[config.mk]
export PLATFORM = sky130hd
export DESIGN_NAME = arm7_mem_stage
export DESIGN_NICKNAME = d
export VERILOG_FILES = /design/src/rtl/arm7_mem_pkg.sv /design/src/rtl/arm7_load_align.sv /design/src/rtl/arm7_mem_stage.sv
export SDC_FILE = /design/constraint.sdc
export NUM_CORES = 1
export LEC_CHECK = 0
export CAP_MARGIN = 20
export CORE_MARGIN = 4
export CORE_UTILIZATION = 40
export CTS_CLUSTER_SIZE = 12
export DETAILED_ROUTE_END_ITERATION = 12
export PLACE_DENSITY = 0.73
export SLEW_MARGIN = 40
export SYNTH_ARGS = -nofsm -noshare
export SYNTH_HDL_FRONTEND = slang
export SYNTH_SLANG_ARGS = --single-unit
[constraint.sdc]
create_clock -name clk -period 6.4 [get_ports clk]
set_input_delay 0.64 -clock clk [delete_from_list [all_inputs] [get_ports clk]]
set_output_delay 0.64 -clock clk [all_outputs]
set_load 0.02 [all_outputs]
[src/rtl/arm7_mem_pkg.sv]
// -----------------------------------------------------------------------------
// arm7_mem_pkg
// Shared types and helpers for the ARM7 memory-access stage:
//   mem_size_t  - transfer size encoding as produced by execute
//   mem_state_t - memory stage FSM states
//   wb_rec_t    - one writeback record for the register file
//   store_be    - byte-lane enables for a store of a given size/offset
//   store_wdata - lane-replicated store data for a given size
// -----------------------------------------------------------------------------
package arm7_mem_pkg;

  typedef enum logic [1:0] {
    SIZE_BYTE = 2'b00,
    SIZE_HALF = 2'b01,
    SIZE_WORD = 2'b10
  } mem_size_t;

  typedef enum logic {
    IDLE = 1'b0,
    BUS  = 1'b1
  } mem_state_t;

  typedef struct packed {
    logic        valid;
    logic [3:0]  addr;
    logic [31:0] data;
    logic        en;
  } wb_rec_t;

  // Byte-lane enables; size 2'b11 falls through to word.
  function automatic logic [3:0] store_be(input logic [1:0] size, input logic [1:0] off);
    logic [3:0] be;
    case (size)
      SIZE_BYTE: be = 4'b0001 << off;
      SIZE_HALF: be = off[1] ? 4'b1100 : 4'b0011;
      default:   be = 4'b1111;
    endcase
    return be;
  endfunction

  // Replicate the low-order store data across every lane it may land in,
  // so the bus slave only has to honour the byte enables.
  function automatic logic [31:0] store_wdata(input logic [1:0] size, input logic [31:0] d);
    logic [31:0] w;
    case (size)
      SIZE_BYTE: w = {4{d[7:0]}};
      SIZE_HALF: w = {2{d[15:0]}};
      default:   w = d;
    endcase
    return w;
  endfunction

endpackage

[src/rtl/arm7_load_align.sv]
// -----------------------------------------------------------------------------
// arm7_load_align
// Combinational load-data alignment for ARM7 loads.
//   rdata  in  32  raw word from the bus
//   offset in  2   byte offset of the original address
//   size   in  2   mem_size_t encoding (2'b11 treated as word)
//   data   out 32  aligned, zero-extended load data
// Word loads use the ARM7 unaligned rotate; halfword loads ignore offset[0].
// -----------------------------------------------------------------------------
module arm7_load_align
  import arm7_mem_pkg::*;
(
  input  logic [31:0] rdata,
  input  logic [1:0]  offset,
  input  logic [1:0]  size,
  output logic [31:0] data
);

  logic [31:0] rot_s;

  // Rotate the word right by 8*offset; the low byte is then also the addressed byte lane.
  always_comb begin
    rot_s = rdata;
    case (offset)
      2'b00:   rot_s = rdata;
      2'b01:   rot_s = {rdata[7:0],  rdata[31:8]};
      2'b10:   rot_s = {rdata[15:0], rdata[31:16]};
      2'b11:   rot_s = {rdata[23:0], rdata[31:24]};
      default: rot_s = rdata;
    endcase
  end

  // Select and zero-extend according to the transfer size.
  always_comb begin
    data = 32'h0000_0000;
    case (size)
      SIZE_BYTE: data = {24'h00_0000, rot_s[7:0]};
      SIZE_HALF: data = offset[1] ? {16'h0000, rdata[31:16]} : {16'h0000, rdata[15:0]};
      default:   data = rot_s;
    endcase
  end

endmodule

[src/rtl/arm7_mem_stage.sv]
// -----------------------------------------------------------------------------
// arm7_mem_stage
// Memory-access stage downstream of execute. Non-memory ops pass straight to
// writeback with one cycle of latency; loads/stores run a req/ack transfer on
// the data bus while execute is stalled.
// Ports:
//   clk, rst_n                 clock, async active-low reset
//   ex_*                       execute result / memory request
//   stall_out                  execute must hold (combinational)
//   bus_req/write/addr/be/wdata registered bus request, stable during transfer
//   bus_rdata/ack/err          bus response (ignored outside BUS)
//   wb_valid/addr/data/en      registered writeback record (1-cycle pulse)
//   data_abort                 1-cycle pulse on bus error or timeout
// -----------------------------------------------------------------------------
module arm7_mem_stage
  import arm7_mem_pkg::*;
#(
  parameter int unsigned TIMEOUT = 255,
  parameter int unsigned ADDR_W  = 32
) (
  input  logic              clk,
  input  logic              rst_n,
  input  logic              ex_valid,
  input  logic              ex_mem_req,
  input  logic              ex_mem_write,
  input  logic [1:0]        ex_mem_size,
  input  logic [ADDR_W-1:0] ex_addr,
  input  logic [31:0]       ex_store_data,
  input  logic [31:0]       ex_result,
  input  logic [3:0]        ex_rd,
  input  logic              ex_we,
  output logic              stall_out,
  output logic              bus_req,
  output logic              bus_write,
  output logic [ADDR_W-1:0] bus_addr,
  output logic [3:0]        bus_be,
  output logic [31:0]       bus_wdata,
  input  logic [31:0]       bus_rdata,
  input  logic              bus_ack,
  input  logic              bus_err,
  output logic              wb_valid,
  output logic [3:0]        wb_addr,
  output logic [31:0]       wb_data,
  output logic              wb_en,
  output logic              data_abort
);

  localparam bit          TO_EN   = (TIMEOUT != 32'd0);
  localparam logic [31:0] TO_LAST = 32'(TIMEOUT - 32'd1);

  mem_state_t  state_r;
  logic [31:0] tcnt_r;
  logic [1:0]  size_r;
  logic [1:0]  off_r;
  logic        write_r;
  logic [3:0]  rd_r;
  logic        we_r;
  wb_rec_t     pend_r;

  logic        in_bus_s;
  logic        timeout_hit_s;
  logic        done_s;
  logic        accept_s;
  logic        accept_mem_s;
  logic        accept_alu_s;
  logic [31:0] load_data_s;

  assign in_bus_s      = (state_r == BUS);
  assign timeout_hit_s = TO_EN && in_bus_s && (tcnt_r == TO_LAST);
  assign done_s        = in_bus_s && (bus_ack || bus_err || timeout_hit_s);
  assign stall_out     = in_bus_s && !(bus_ack || bus_err || timeout_hit_s);
  assign accept_s      = ex_valid && !stall_out;
  assign accept_mem_s  = accept_s && ex_mem_req;
  assign accept_alu_s  = accept_s && !ex_mem_req;

  arm7_load_align u_align (
    .rdata  (bus_rdata),
    .offset (off_r),
    .size   (size_r),
    .data   (load_data_s)
  );

  // FSM, transfer capture, bus request registers and timeout counter.
  always_ff @(posedge clk or negedge rst_n) begin
    if (!rst_n) begin
      state_r   <= IDLE;
      tcnt_r    <= 32'd0;
      size_r    <= 2'b00;
      off_r     <= 2'b00;
      write_r   <= 1'b0;
      rd_r      <= 4'd0;
      we_r      <= 1'b0;
      bus_req   <= 1'b0;
      bus_write <= 1'b0;
      bus_addr  <= '0;
      bus_be    <= 4'b0000;
      bus_wdata <= 32'h0000_0000;
    end else if (accept_mem_s) begin
      // Also taken in a completing cycle, giving back-to-back transfers.
      state_r   <= BUS;
      tcnt_r    <= 32'd0;
      size_r    <= ex_mem_size;
      off_r     <= ex_addr[1:0];
      write_r   <= ex_mem_write;
      rd_r      <= ex_rd;
      we_r      <= ex_we;
      bus_req   <= 1'b1;
      bus_write <= ex_mem_write;
      bus_addr  <= {ex_addr[ADDR_W-1:2], 2'b00};
      bus_be    <= store_be(ex_mem_size, ex_addr[1:0]);
      bus_wdata <= store_wdata(ex_mem_size, ex_store_data);
    end else if (done_s) begin
      state_r <= IDLE;
      bus_req <= 1'b0;
    end else if (in_bus_s) begin
      tcnt_r <= tcnt_r + 32'd1;
    end
  end

  // Writeback record. A completing transfer owns the slot; an ALU op accepted
  // in that same cycle is parked in pend_r and emitted one cycle later, and
  // further ALU ops stay one cycle behind until a bubble drains the slot.
  always_ff @(posedge clk or negedge rst_n) begin
    if (!rst_n) begin
      wb_valid   <= 1'b0;
      wb_addr    <= 4'd0;
      wb_data    <= 32'h0000_0000;
      wb_en      <= 1'b0;
      data_abort <= 1'b0;
      pend_r     <= '0;
    end else begin
      wb_valid   <= 1'b0;
      wb_en      <= 1'b0;
      data_abort <= 1'b0;
      if (done_s) begin
        wb_valid <= 1'b1;
        wb_addr  <= rd_r;
        if (bus_err) begin
          wb_data    <= 32'h0000_0000;
          data_abort <= 1'b1;
        end else if (bus_ack) begin
          wb_data <= write_r ? 32'h0000_0000 : load_data_s;
          wb_en   <= we_r && !write_r;
        end else begin
          wb_data    <= 32'h0000_0000;
          data_abort <= 1'b1;
        end
      end else if (pend_r.valid) begin
        wb_valid <= 1'b1;
        wb_addr  <= pend_r.addr;
        wb_data  <= pend_r.data;
        wb_en    <= pend_r.en;
      end else if (accept_alu_s) begin
        wb_valid <= 1'b1;
        wb_addr  <= ex_rd;
        wb_data  <= ex_result;
        wb_en    <= ex_we;
      end
      if (accept_alu_s && (done_s || pend_r.valid)) begin
        pend_r <= '{valid: 1'b1, addr: ex_rd, data: ex_result, en: ex_we};
      end else begin
        pend_r.valid <= 1'b0;
      end
    end
  end

endmodule

==> impl_metrics.ini <==
[logic_synthesis]
syn_area_um2 = 10100
synth.most_common_cell = dfrtp_1
synth-seq-area-share_pct = 46.1
synth.top_cell.area_share_pct = 46.1
synth_cells = 826
synth.area.mux_share_pct = 28.0
synth_xor_area_share_pct = 1.99
synthTopCellsByCount = 186 x dfrtp_1, 79 x mux2_2, 79 x mux2_4
yosys_warnings = 0
synthTopCellsByArea = dfrtp_1 46%, mux2_4 12%, mux2_2 8.8%
synth_top_area_cell = dfrtp_1
synth.distinct_cells = 60
synth-seq-cells = 186
synthAdderAreaFrac_pct = 0.248
synth_top_family_by_area = multiplexers
synth-edff-count = 0
synth-compound-area-share_pct = 7.99
async_reset_ff_share_pct = 100
yosys.area_share.simple_pct = 10.9
syn_area_per_cell_um2 = 12.2
synth-main-ff-cell = dfrtp_1

[sta]
setup_viol = 0
finalHoldViolCount = 0
worst_pin_slew_ns = 0.749
rsz0062_at_grt = false
finalCritPeriodShare_pct = 53.7
relSlewSlack_pct = 50.1
setup-tns-final_ns = 0
skew_ns = 0.0151
drv_slew = 0
finalCriticalPeriod_ns = 3.43
timing.fmax_mhz = 291

[global_routing]
grt_max_degree = 90
antenna_found_initial = 2
grt_util_all_layers_pct = 19.9
grt_pass1_vias = 7740
grt_pass1_wl_um = 44500
gr-total-overflow = 0

[worst_setup_path]
cp-end-kind = primary output
setup.worst_path.class = in -> out
cp-start-kind = input pin
cp.required_ns = 5.76
rr_worst_depth = 10
crit_path_max_fanout = 18
cp.arrival_ns = 2.79

[clock_network]
htreeDepth = 4
tritoncts = built
cts_setup_buffers = 0
cts_sinks = 186
clk_path_buf_depth = 2
numCtsBuffers = 17
cts_hold_buf = 0
clk_pin_slew_ns = 0.08
clock_latency_ns = 0.43
cts.repair.resized = 0
cts_root_buffer = clkbuf_16

[power_and_ir_drop]
cellLeakagePower_uw = 0.00548
power_uw = 3660
p_per_area_nw_per_um2 = 274
irDropWorstVdd_uv = 146

[floorplan]
die_h_um = 167
fp.dieW_um = 167
dieArea_um2 = 27900
start_util_pct = 41.1
core-area_um2 = 24600
ioPinCount = 252
row_count = 57

[drt]
drcViolationCount = 0
drtIter0Drc = 490
num_vias = 7629
final_antenna_net_count = 0
wl_per_cell_um = 20.3
viasPerCell = 5.50
dr.pass1.iters = 4
drt-total-wl_um = 28200

[finish]
nets = 1192
fin_util_pct = 54.2
area_growth_pct = 32.0
drive_gt1_share_pct = 23.6
n_fill_cell = 2114
final_cells = 1386

[status]
outcome = complete, no violations

[placed_design]
gp_congestion = 0.796
placed_cells = 1352
portBuffers = 249
dp_hpwl_um = 19600

[flow_run]
cap_violations = 0

[min_path]
hold_path.class = in -> async
power breakdown:
group	total (µW)	internal, µW	switching (µW)
logic	1100	603	496
registers	1500	1370	130
clock network	1060	560	499
layout by cell type (no fill, tap or decap), drive strengths merged, types with 2 or more instances in the layout:
| cell | synthesis | layout |
|---|---|---|
| o21ai | 31 | 31 |
| nor2 | 75 | 75 |
| clkdlybuf4s50 | 0 | 248 |
| and2 | 2 | 2 |
| xnor2 | 22 | 22 |
| conb | 1 | 2 |
| o211ai | 2 | 2 |
| or2 | 2 | 2 |
| nor4b | 2 | 2 |
| and3 | 4 | 4 |
| nor3 | 8 | 8 |
| o31ai | 14 | 14 |
| nand3 | 24 | 24 |
| nor4 | 17 | 17 |
| a221oi | 16 | 16 |
| nand2 | 44 | 44 |
| clkbuf | 29 | 20 |
| mux2 | 159 | 159 |
| o21bai | 2 | 2 |
| buf | 33 | 15 |
| nor2b | 9 | 9 |
| nand4 | 7 | 7 |
| a31oi | 2 | 2 |
| dfrtp | 186 | 186 |
| nand2b | 4 | 4 |
| nor4bb | 2 | 2 |
| a21oi | 32 | 32 |
| clkinv | 0 | 3 |
| mux4 | 25 | 25 |
| inv | 15 | 21 |
| and4 | 6 | 6 |
| or3 | 2 | 2 |
| mux2i | 18 | 18 |
| a32o | 2 | 2 |
| clkinvlp | 0 | 3 |
| a211oi | 12 | 12 |
| or4 | 4 | 4 |
| ha | 2 | 2 |
cell type report:
class | count | area, µm² | share of cell area [%]
clock buffer | 19 | 443 | 3.32
multi-input combinational | 564 | 5010 | 37.6
timing repair buffer | 264 | 2620 | 19.7
clock inverter | 13 | 135 | 1.01
antenna | 1 | 2.50 | 0.0188
tap | 324 | 405 | 3.04
sequential | 186 | 4660 | 34.9
inverter | 15 | 61.3 | 0.460
critical path, cell delays in order:
cell,delay [ns]
clkdlybuf4s50_1,0.56
or3b_1,0.47
a41o_4,0.35
inv_6,0.13
clkdlybuf4s50_1,0.64
final timing paths:
check | startpoint | end | slack [ns]
max reg2reg | tcnt_r[0] | bus_wdata[1] | 3.07
min reg2reg | wb_data[18] | wb_data[18] | 0.49
max | bus_err | stall_out | 2.97
max in group asynchronous | rst_n | off_r[1] | 4.94
min | rst_n | pend_r[19] | 0.28
min in group clk | wb_data[18] | wb_data[18] | 0.49
layer usage:
| layer | GRT usage (%) | up-vias | wire (µm) | part of all wire [%] |
|---|---|---|---|---|
| met4 | 3.70 | 2 | 219 | 0.78 |
| met5 | 0 | - | 13 | 0.046 |
| li1 | - | 3466 | - | - |
| met1 | 26.3 | 3851 | 12200 | 43 |
| met2 | 32.4 | 289 | 13500 | 48 |
| met3 | 6.40 | 21 | 2260 | 8.0 |
logic make-up after synthesis:
family,Yosys count
AOI/OAI and AO/OA,120
xor gates and xnor gates,23
adders and majority gates,2
buffers and inverters,77
DFF,186
muxes,202
other,1
and+or+nand+nor,215
through the flow:
stage	hold slack [ns]	setup slack, ns	area (µm²)
CTS	0.292	2.90	13300
global route	0.307	2.88	13300
detailed placement	0.474	2.70	12700
finish	0.275	2.97	13300
floorplan	0.344	4.09	10100
global placement	0.461	2.76	12700
state kept, by name, indices dropped and copies added, names as in the netlist:
| name | cells |
|---|---|
| wb_addr | 4 |
| pend_r | 38 |
| tcnt_r | 32 |
| bus_wdata | 32 |
| bus_be | 4 |
| off_r | 2 |
| we_r | 1 |
| write_r | 1 |
| wb_data | 32 |
| in_bus_s | 1 |
| rd_r | 4 |
| wb_valid | 1 |
| wb_en | 1 |
| size_r | 2 |
| bus_addr | 30 |
| data_abort | 1 |
Power figures use the tool's default switching activity.
